--- config.mk ---
export PLATFORM = sky130hd
export DESIGN_NAME = traffic_interval_sequencer
export DESIGN_NICKNAME = d
export VERILOG_FILES = /design/src/rtl/traffic_interval_sequencer.sv
export SDC_FILE = /design/constraint.sdc
export NUM_CORES = 1
export LEC_CHECK = 0
export CAP_MARGIN = 25
export CORE_MARGIN = 4
export CORE_UTILIZATION = 53
export DETAILED_ROUTE_END_ITERATION = 12
export HOLD_SLACK_MARGIN = 0.08
export MAX_ROUTING_LAYER = met4
export PLACE_DENSITY = 0.81
export SKIP_LAST_GASP = 1
export SLEW_MARGIN = 40
export SYNTH_ARGS = -nofsm -noshare
export SYNTH_HDL_FRONTEND = slang
export SYNTH_SLANG_ARGS = --single-unit
--- constraint.sdc ---
create_clock -name Clk -period 5.3 [get_ports Clk]
set_clock_uncertainty 0.2 [all_clocks]
set_input_delay 1.06 -clock Clk [delete_from_list [all_inputs] [get_ports Clk]]
set_output_delay 1.06 -clock Clk [all_outputs]
set_load 0.02 [all_outputs]
--- src/rtl/traffic_interval_sequencer.sv ---
// Interval timer and car/pedestrian request front-end for the intersection light fsm.
// Produces level TS/TL timeouts and a debounced, latched car request C.
module traffic_interval_sequencer #(
    parameter int SHORT_CYCLES = 5,
    parameter int LONG_CYCLES  = 25,
    parameter int DEB_CYCLES   = 3,
    parameter int CNT_W        = 8
) (
    input  logic             Clk,
    input  logic             reset,
    input  logic             ST,
    input  logic             CAR,
    input  logic             PB,
    input  logic             SG,
    output logic             TS,
    output logic             TL,
    output logic             C,
    output logic             PED_WAIT,
    output logic [CNT_W-1:0] CNT
);

    localparam logic [CNT_W-1:0] SHORT_C  = CNT_W'(SHORT_CYCLES);
    localparam logic [CNT_W-1:0] LONG_C   = CNT_W'(LONG_CYCLES);
    localparam int               DEB_W    = (DEB_CYCLES > 1) ? $clog2(DEB_CYCLES) : 1;
    localparam logic [DEB_W-1:0] DEB_LAST = DEB_W'(DEB_CYCLES - 1);

    typedef enum logic [1:0] {
        T_RUN   = 2'd0,
        T_SHORT = 2'd1,
        T_LONG  = 2'd2
    } tstate_e;

    tstate_e          state_q, state_d;
    logic [CNT_W-1:0] cnt_q, cnt_d;

    logic             car_meta_q, car_s_q;
    logic             car_f_q, car_f_d;
    logic [DEB_W-1:0] deb_q, deb_d;

    logic             pb_meta_q, pb_s_q, pb_prev_q;
    logic             pb_rise_q, pb_rise_d;
    logic             ped_q, ped_d;
    logic             c_q, c_d;

    always_comb begin
        state_d = state_q;
        cnt_d   = cnt_q;
        if (ST) begin
            cnt_d   = '0;
            state_d = T_RUN;
        end else begin
            if (cnt_q != LONG_C) begin
                cnt_d = cnt_q + 1'b1;
            end
            // Transitions key off the upcoming count so TS/TL rise on the same edge.
            case (state_q)
                T_RUN:   if (cnt_d == SHORT_C) state_d = T_SHORT;
                T_SHORT: if (cnt_d == LONG_C)  state_d = T_LONG;
                default: state_d = state_q;
            endcase
        end
    end

    always_comb begin
        car_f_d = car_f_q;
        deb_d   = '0;
        if (car_s_q != car_f_q) begin
            if (deb_q == DEB_LAST) begin
                car_f_d = ~car_f_q;
            end else begin
                deb_d = deb_q + 1'b1;
            end
        end

        pb_rise_d = pb_s_q & ~pb_prev_q;

        // Side green serves the request, so it beats a simultaneous new press.
        ped_d = ped_q;
        if (SG) begin
            ped_d = 1'b0;
        end else if (pb_rise_q) begin
            ped_d = 1'b1;
        end

        c_d = car_f_d | ped_d;
    end

    always_ff @(posedge Clk) begin
        if (reset) begin
            state_q    <= T_RUN;
            cnt_q      <= '0;
            car_meta_q <= 1'b0;
            car_s_q    <= 1'b0;
            car_f_q    <= 1'b0;
            deb_q      <= '0;
            pb_meta_q  <= 1'b0;
            pb_s_q     <= 1'b0;
            pb_prev_q  <= 1'b0;
            pb_rise_q  <= 1'b0;
            ped_q      <= 1'b0;
            c_q        <= 1'b0;
        end else begin
            state_q    <= state_d;
            cnt_q      <= cnt_d;
            car_meta_q <= CAR;
            car_s_q    <= car_meta_q;
            car_f_q    <= car_f_d;
            deb_q      <= deb_d;
            pb_meta_q  <= PB;
            pb_s_q     <= pb_meta_q;
            pb_prev_q  <= pb_s_q;
            pb_rise_q  <= pb_rise_d;
            ped_q      <= ped_d;
            c_q        <= c_d;
        end
    end

    assign TS       = (state_q != T_RUN);
    assign TL       = (state_q == T_LONG);
    assign C        = c_q;
    assign PED_WAIT = ped_q;
    assign CNT      = cnt_q;

endmodule

==> key figures, run 1 <==
Run status
  – Status: finished, final reports clean

Floorplanning
  – Die ar.: 2520 um2
  – Starting density of the core: 55.4%
  – IO Pins: 18
  – Height of the die: 50.2 um
  – Die Span X: 50.2 um
  – Core Rows: 15
  – Core area: 1710 um2

Logic synthesis
  – Synth Area per Inst: 9.75 um2
  – YS warnings: 0
  – Post-Syn Area: 946 um2
  – Synthesis-stage register bit count: 21
  – Syn nets: 106
  – Top-area cell type share of the netlist area: 44.4%
  – Synth cell types: 34
  – Sequential cell area fraction in the yosys report: 44.4%
  – Synth area leaders: dfxtp_1 (44%), nor2_1 (6.0%), nor2b_1 (5.3%)
  – Cell taking the most area after synthesis: dfxtp_1
  – Synth Instances: 97

Worst setup path
  – Worst Path Buf+Inv: 1
  – Worst path slowest cell: clkdlybuf4s50_1
  – Critical path endpoint category: output port
  – Delay-heaviest family, CP: buffers and inverters
  – CP arrival: 1550 ps
  – Crit Path Category: flip-flop to output port
  – Slowest stage delay, CP: 680 ps
  – CP Cell Sequence: clkdlybuf4s50_1
  – CP Data Required Time: 4040 ps
  – Critical Path Fanout Max: 8
  – Critical path startpoint category: flip-flop

Place
  – GP Congestion: 0.781
  – I/O Buffers: 17
  – Hpwl dp: 1.30 mm

Drt
  – Remaining antenna violation count after routing: 0
  – DRT iter0 DRCs: 7
  – Via Count: 698
  – Via/cell ratio: 5.06
  – DRT Wirelength: 1.70 mm
  – DRC: 0
  – First-pass iteration count of the detailed router: 4
  – Detail-routed net length per standard cell: 12.3 um

Clock network
  – CTS clk-pin slew, worst paths: 120 ps
  – Worst-case clock buffer depth: 2
  – Clock Latency Late Sink: 310 ps
  – CTS tree: done
  – Cts repair resizes: 0
  – Hold_buf cts: 0
  – Setup bufs post-CTS: 0
  – Root Buffer Master: clkbuf_4
  – H-tree levels: 1
  – # clock sinks: 21
  – CTS Buf Count: 3

GRT
  – Number of global-route vias before repair: 670
  – First-pass GRT wire length: 2.81 mm
  – Total grt overflow: 0
  – Largest net degree at the start of global routing: 14
  – All-Layer GR Usage: 15.0%
  – Number of antenna violations at the first check in global routing: 0

Power and ir drop
  – Sw Ratio: 23.5%
  – Total Power: 0.261 mW
  – P_int: 0.199 mW
  – PwrDens: 228 nW/um2
  – Static Leak: 0.423 nW
  – Peak VDD IR: 193 uV
  – Combinational share of power: 6.9%
  – Clock share of power: 30.5%
  – Net Sw Power: 0.0612 mW
  – Sequential Power Share: 62.5%

STA
  – Final number of setup-violating endpoints: 0
  – Final slew viol count: 0
  – Setup TNS: 0 ps
  – Final Hold Fails: 0
  – Slew margin rel.: 68.3%
  – Worst Max-Slew Pin Slew: 476 ps
  – Max Fclk: 0.356 GHz
  – Fin crit share: 53.0%
  – RSZ-0062 raised after global routing: false
  – Tmin final: 2810 ps

Layout
  – # diodes: 0
  – Fill cells: 144
  – Layout area overhead: 20.9%
  – Layout cells sized above 1: 7.96%
  – Layout net count: 123

Run
  – Max cap viols: 0

Worst hold path
  – HP Class: flip-flop to flip-flop
==> Yosys cell counts (all sizes together) <==
library cell	number
o21a	1
nand3	4
nor4	1
nor2b	8
nor4b	1
or2	4
mux2i	1
nand4b	1
nand2	3
clkbuf	2
o221ai	1
o31ai	1
nor3	3
a211oi	1
dfxtp	21
xor2	5
o311ai	1
nand4	1
a32oi	1
nor2	15
nand2b	1
o21ai	1
a211o	1
buf	3
o21bai	1
or3	2
ha	3
o41a	1
a21oi	3
xnor2	3
inv	2
==> registers in the layout (all words and copies together), names as in the netlist <==
register and cells:
car_f_q 1, pb_rise_q 1, pb_meta_q 1, car_meta_q 1
state_q 2, pb_prev_q 1, CNT 8, pb_s_q 1
C 1, PED_WAIT 1, deb_q 2, car_s_q 1
==> final cells by class <==
| class | instances | area [um2] | area share [%] |
|---|---|---|---|
| well taps | 25 | 31.3 | 2.74 |
| multi-input cells | 69 | 484 | 42.3 |
| flip-flops and latches | 21 | 420 | 36.8 |
| clock inverters | 1 | 7.51 | 0.656 |
| inverters | 2 | 7.51 | 0.656 |
| clock buffers | 3 | 22.5 | 1.97 |
| repair buffers | 17 | 170 | 14.9 |
==> per-stage QoR <==
stage	util [%]	instances	hold WS [ps]	instance area, um2	worst slack [ps]
2_1_floorplan	-	97	167	946	3070
3_3_place_gp	65.2	134	173	1110	2560
3_5_place_dp	65.2	134	197	1110	2510
4_1_cts	67.0	138	215	1140	2490
5_1_grt	67.0	138	239	1140	2440
6_report	67.0	138	217	1140	2490
==> layout by cell type (no fill, tap or decap), types with 2 or more instances in the layout <==
cell type	n
a21oi_1	3
clkbuf_4	3
clkdlybuf4s50_1	17
dfxtp_1	21
ha_1	3
inv_1	2
nand2_1	3
nand3_1	4
nor2_1	15
nor2b_1	8
nor3_1	3
or2_1	2
or3_1	2
xnor2_1	3
xor2_1	5
==> per-layer routing <==
| metal | routed length, um | GRT usage [%] | vias up |
|---|---|---|---|
| li1 | - | - | 364 |
| met1 | 824 | 16.4 | 319 |
| met2 | 787 | 24.8 | 11 |
| met3 | 52 | 2.97 | 4 |
| met4 | 36 | 9.68 | 0 |
| met5 | 0 | - | - |
==> final timing paths <==
| check | start | end | slack [ps] | depth (start not counted) |
|---|---|---|---|---|
| setup / recovery | CNT[4] | CNT[4] | 2490 | 1 |
| hold / removal | deb_q[0] | deb_q[0] | 220 | 1 |
| setup reg to reg | CNT[0] | state_q[0] | 3170 | 6 |
| hold reg to reg | deb_q[0] | deb_q[0] | 220 | 1 |
==> cell families (layout without fill, tap and decap cells) <==
| kind of cell | after synthesis | in the layout | synth area share (%) |
|---|---|---|---|
| AND/OR/NAND/NOR | 44 | 44 | 27.8 |
| flip-flops | 21 | 21 | 44.4 |
| AO/OA/AOI/OAI | 13 | 13 | 11.0 |
| XOR/XNOR | 8 | 8 | 7.41 |
| buffers and inverters | 7 | 23 | 4.37 |
| adder cells (fa/ha/maj) | 3 | 3 | 3.97 |
| multiplexers | 1 | 1 | 1.06 |
==> power by group through the flow <==
stage	combinational, mW	sequential [mW]	clock [mW]
6_report	0.0181	0.163	0.0795
5_1_grt	0.0197	0.164	0.0860
4_1_cts	0.0182	0.163	0.0810
3_5_place_dp	0.0181	0.167	0
3_3_place_gp	0.0177	0.166	0
2_1_floorplan	0.0100	0.167	0
No activity file was read; power rests on OpenSTA's default activity.
==> run 2, diff against run 1 <==
--- a/config.mk
+++ b/config.mk
@@ -7,11 +7,11 @@
 export LEC_CHECK = 0
 export CAP_MARGIN = 25
 export CORE_MARGIN = 4
-export CORE_UTILIZATION = 53
+export CORE_UTILIZATION = 49
 export DETAILED_ROUTE_END_ITERATION = 12
 export HOLD_SLACK_MARGIN = 0.08
 export MAX_ROUTING_LAYER = met4
-export PLACE_DENSITY = 0.81
+export PLACE_DENSITY = 0.76
 export SKIP_LAST_GASP = 1
 export SLEW_MARGIN = 40
 export SYNTH_ARGS = -nofsm -noshare
==> constraint.sdc (replaced) <==
create_clock -name Clk -period 2.9 [get_ports Clk]
set_clock_uncertainty 0.2 [all_clocks]
set_input_delay 0.58 -clock Clk [delete_from_list [all_inputs] [get_ports Clk]]
set_output_delay 0.58 -clock Clk [all_outputs]
set_load 0.02 [all_outputs]
==> key figures, run 2 (synthesis gave the netlist of run 1 again) <==
Run status
  – Status: finished, final reports clean

Place
  – GP Congestion: 0.816
  – I/O Buffers: 17
  – Dpl cells: 134
  – Hpwl dp: 1.22 mm

Drt
  – First-pass iteration count of the detailed router: 4
  – Remaining antenna violation count after routing: 0
  – Via/cell ratio: 5.10
  – Detail-routed net length per standard cell: 11.9 um
  – DRT Wirelength: 1.65 mm
  – DRT iter0 DRCs: 15
  – Via Count: 704
  – DRC: 0

GRT
  – Met2 track demand over resource: 20.5%
  – All-Layer GR Usage: 15.0%
  – First-pass GRT wire length: 2.93 mm
  – Total grt overflow: 0
  – Number of antenna violations at the first check in global routing: 0
  – GRT met3 Usage: 4.58%
  – Number of global-route vias before repair: 664
  – GRT busiest layer: met2
  – Largest net degree at the start of global routing: 12
  – Met1 usage: 19.5%

STA
  – Slew margin rel.: 68.0%
  – Max Fclk: 0.432 GHz
  – Tmin final: 2320 ps
  – Fin crit share: 79.9%
  – Worst Max-Slew Pin Slew: 479 ps
  – Final number of setup-violating endpoints: 0
  – RSZ-0062 raised after global routing: false
  – Final slew viol count: 0
  – Setup TNS: 0 ps
  – Final Hold Fails: 0
  – Hold_ws: 201 ps

Power and ir drop
  – Peak VDD IR: 272 uV
  – Static Leak: 0.424 nW
  – PwrDens: 407 nW/um2

Layout
  – Largest register FFs: 8
  – Layout cells sized above 1: 7.08%
  – Fill cells: 163
  – Reg area: 420 um2
  – Most frequent cells in the layout: dfxtp_1 (21), clkdlybuf4s50_1 (17), nor2_1 (15)
  – Multi-input gate area: 484 um2
  – Finished Core Util: 63.9%
  – Layout area overhead: 20.5%
  – Layout net count: 123
  – Final Non-Filler Cells: 138
  – # diodes: 0
  – Commonest non-fill, non-tap cell in the layout: dfxtp_1

Worst setup path
  – Crit Path Category: flip-flop to output port
  – Slowest stage delay, CP: 680 ps
  – CP Data Required Time: 2120 ps
  – Critical path endpoint category: output port
  – CP Cell Sequence: clkdlybuf4s50_1
  – Delay-heaviest family, CP: buffers and inverters
  – Worst path slowest cell: clkdlybuf4s50_1
  – CP arrival: 1540 ps
  – Critical Path Fanout Max: 8
  – Worst Path Buf+Inv: 1
  – Critical path startpoint category: flip-flop

Floorplanning
  – Die ar.: 2700 um2
  – Height of the die: 51.9 um
  – Die Span X: 51.9 um
  – Core Rows: 15
  – Core area: 1780 um2
  – Starting density of the core: 53.1%
  – IO Pins: 18

Clock network
  – Hold_buf cts: 0
  – Root Buffer Master: clkbuf_4
  – CTS clk-pin slew, worst paths: 110 ps
  – Worst-case clock buffer depth: 2
  – Clock Latency Late Sink: 300 ps
  – H-tree levels: 1
  – # clock sinks: 21
  – Cts repair resizes: 0
  – CTS Buf Count: 3
  – CTS tree: done
  – Setup bufs post-CTS: 0

Run
  – Max cap viols: 0

Worst hold path
  – HP Class: flip-flop to flip-flop
run 2: worst reg2reg max path: stages, from the launching register on:
cell and delay [ps]:
dfxtp_1 400, ha_1 320, a211o_1 290, a211oi_1 350, a21oi_1 130, nor4b_2 270
o21a_1 150
run 2: metal layers:
layer  part of all wire, %  vias to the layer above  wire length, um
li1                      -                      361                -
met1                    49                      316              803
met2                    45                       25              736
met3                   5.7                        2               94
met4                  0.85                        0               14
met5                     0                        -                0
run 2: metrics by stage:
stage / total power [mW] / instance area, um2 / worst slack [ps]
finish: 0.464 / 1140 / 584
global route: 0.488 / 1140 / 524
CTS: 0.473 / 1140 / 565
global placement: 0.337 / 1110 / 642
detailed placement: 0.337 / 1110 / 604
floorplan: 0.324 / 946 / 857
run 2: area by class of cell:
cell class / count / share of cell area, %
Clock buffer: 4 / 2.31
Inverter: 2 / 0.659
Multi-Input combinational cell: 69 / 42.5
Sequential cell: 21 / 36.9
Tap cell: 25 / 2.74
Timing Repair Buffer: 17 / 14.9
run 2: power by group:
part / switching [mW] / internal (mW) / total (mW) / leakage [nW]
sequential: 0.00377 / 0.294 / 0.298 / 0.171
clock: 0.0801 / 0.0536 / 0.134 / 0.0150
combinational: 0.0153 / 0.0178 / 0.0331 / 0.239
run 2: final timing paths:
kind	from	to	slack (ps)	cells after the start
max	CNT[4]	CNT[4]	580	1
max reg2reg	CNT[0]	state_q[1]	740	6
min	pb_prev_q	pb_rise_q	200	1
min reg2reg	pb_prev_q	pb_rise_q	200	1
==> run 3, diff against run 2 <==
--- a/config.mk
+++ b/config.mk
@@ -7,11 +7,11 @@
 export LEC_CHECK = 0
 export CAP_MARGIN = 25
 export CORE_MARGIN = 4
-export CORE_UTILIZATION = 49
+export CORE_UTILIZATION = 45
 export DETAILED_ROUTE_END_ITERATION = 12
 export HOLD_SLACK_MARGIN = 0.08
 export MAX_ROUTING_LAYER = met4
-export PLACE_DENSITY = 0.76
+export PLACE_DENSITY = 0.73
 export SKIP_LAST_GASP = 1
 export SLEW_MARGIN = 40
 export SYNTH_ARGS = -nofsm -noshare
==> constraint.sdc (replaced) <==
create_clock -name Clk -period 1.85 [get_ports Clk]
set_clock_uncertainty 0.2 [all_clocks]
set_input_delay 0.37 -clock Clk [delete_from_list [all_inputs] [get_ports Clk]]
set_output_delay 0.37 -clock Clk [all_outputs]
set_load 0.02 [all_outputs]
==> key figures, run 3 (synthesis gave the netlist of run 1 again) <==
Layout
  – Layout area overhead: 32.3%
  – Layout net count: 130
  – Most frequent cells in the layout: nor2_1 (15), dfxtp_1 (13), nor2b_1 (7), dlygate4sd2_1 (7), buf_4 (7)
  – Final Non-Filler Cells: 147
  – Fill cells: 166
  – Final instance area: 1250 um2
  – Largest register FFs: 8
  – Layout cells sized above 1: 25.8%
  – Commonest non-fill, non-tap cell in the layout: nor2_1
  – Finished Core Util: 63.1%
  – # diodes: 0

Floorplanning
  – IO Pins: 18
  – Core area: 1980 um2
  – Die Span X: 53.8 um
  – Height of the die: 53.8 um
  – Starting density of the core: 47.7%
  – Die ar.: 2900 um2
  – Core Rows: 16

Drt
  – DRC: 0
  – Via/cell ratio: 5.06
  – First-pass iteration count of the detailed router: 5
  – DRT Wirelength: 1.81 mm
  – DRT iter0 DRCs: 15
  – Remaining antenna violation count after routing: 0
  – Detail-routed net length per standard cell: 12.3 um
  – Via Count: 744

Clock network
  – CTS Buf Count: 3
  – Worst-case clock buffer depth: 2
  – CTS tree: done
  – CTS clk-pin slew, worst paths: 120 ps
  – H-tree levels: 1
  – Clock Latency Late Sink: 300 ps
  – # clock sinks: 21
  – Root Buffer Master: clkbuf_4
  – Hold_buf cts: 0

Power and ir drop
  – Sequential Power Share: 61.8%
  – Static Leak: 0.551 nW
  – P_int: 0.579 mW
  – Total Power: 0.754 mW
  – PwrDens: 603 nW/um2
  – Sw Ratio: 23.2%
  – Clock share of power: 29.8%
  – Combinational share of power: 8.4%
  – Peak VDD IR: 492 uV
  – Net Sw Power: 0.175 mW

GRT
  – All-Layer GR Usage: 15.7%
  – Number of global-route vias before repair: 743
  – First-pass GRT wire length: 3.18 mm
  – Largest net degree at the start of global routing: 14
  – Number of antenna violations at the first check in global routing: 0
  – GRT met3 Usage: 3.05%
  – GRT busiest layer: met2
  – Total grt overflow: 0
  – Met1 usage: 18.1%
  – Met2 track demand over resource: 26.0%

Run
  – Max cap viols: 0

Worst setup path
  – R2r startpoint: CNT[0]
  – Worst Setup EP: state_q[0]
  – CP Data Required Time: 1840 ps
  – FF-to-FF path depth: 6
  – CP arrival: 1870 ps
  – Critical path endpoint category: flip-flop
  – Crit. Startpoint: CNT[0]
  – R2R Setup Slk: -30 ps
  – Worst path slowest cell: dfxtp_4
  – Crit Path Category: flip-flop to flip-flop
  – Reg-to-Reg End: state_q[0]
  – Critical path startpoint category: flip-flop
  – Slowest stage delay, CP: 390 ps
  – CP Cell Sequence: ha_4 > a211o_1 > a211oi_2 > o21bai_1 > o311ai_1 > o31ai_1
  – Critical Path Fanout Max: 4

STA
  – Fin crit share: 101%
  – Setup WS post-layout: -25.5 ps
  – Final number of setup-violating endpoints: 1
  – Tmin final: 1880 ps
  – Hold_ws: 197 ps
  – Worst Max-Slew Pin Slew: 363 ps
  – Final Hold Fails: 0
  – Final slew viol count: 0
  – Max Fclk: 0.533 GHz
  – RSZ-0062 raised after global routing: true
  – Setup TNS: -25.5 ps
  – Slew margin rel.: 75.7%

Worst hold path
  – HP Class: flip-flop to flip-flop

Place
  – I/O Buffers: 17
  – Placed Area: 1190 um2
  – Dpl cells: 140
  – Pre-CTS WS: -61.7 ps
  – Hpwl dp: 1.39 mm
  – GP Congestion: 0.773

Run status
  – Violated checks: setup timing
  – Status: finished with violations
[run 3: power groups by stage]
stage / logic (mW) / registers, mW / clock network, mW
after floorplan: 0.0309 / 0.480 / 0
after global placement: 0.0566 / 0.477 / 0
after detailed placement: 0.0588 / 0.478 / 0
after CTS: 0.0645 / 0.466 / 0.232
after global routing: 0.0697 / 0.467 / 0.251
final: 0.0637 / 0.466 / 0.225
[run 3: how the worst min path moves through the flow]
stage	to	slack (ps)	start	depth (start not counted)
5_1_grt	pb_rise_q	210	pb_prev_q	1
3_5_place_dp	pb_rise_q	180	pb_prev_q	1
4_1_cts	pb_rise_q	200	pb_prev_q	1
3_3_place_gp	pb_rise_q	170	pb_prev_q	1
6_report	pb_rise_q	200	pb_prev_q	1
2_1_floorplan	pb_rise_q	170	pb_prev_q	1
[run 3: per-layer routing]
metal	wire (um)	vias up
met5	0	-
met4	27	0
met3	66	4
met2	868	15
met1	849	346
li1	-	379
[run 3: worst max-delay path, delay by kind of cell, from the launching register on]
kind | cells | cell delay [ps]
AOI/OAI and AO/OA | 5 | 1010
adders and majority gates | 1 | 160
DFF | 1 | 390
[run 3: area by class of cell]
cell class              instances  area, um2  share of cell area (%)
well taps                      27       33.8                    2.70
inverters                       2       10.0                   0.800
clock buffers                   3       22.5                    1.80
clock inverters                 1       6.26                   0.500
repair buffers                 24        220                    17.6
flip-flops and latches         21        435                    34.8
multi-input cells              69        523                    41.8
[run 3: repair_timing]
item / in CTS / in global routing
pin swaps: 4 / 1
resized for setup: 16 / 3
setup buffers: 3 / 0
endpoints found under the setup margin: 11 / 6
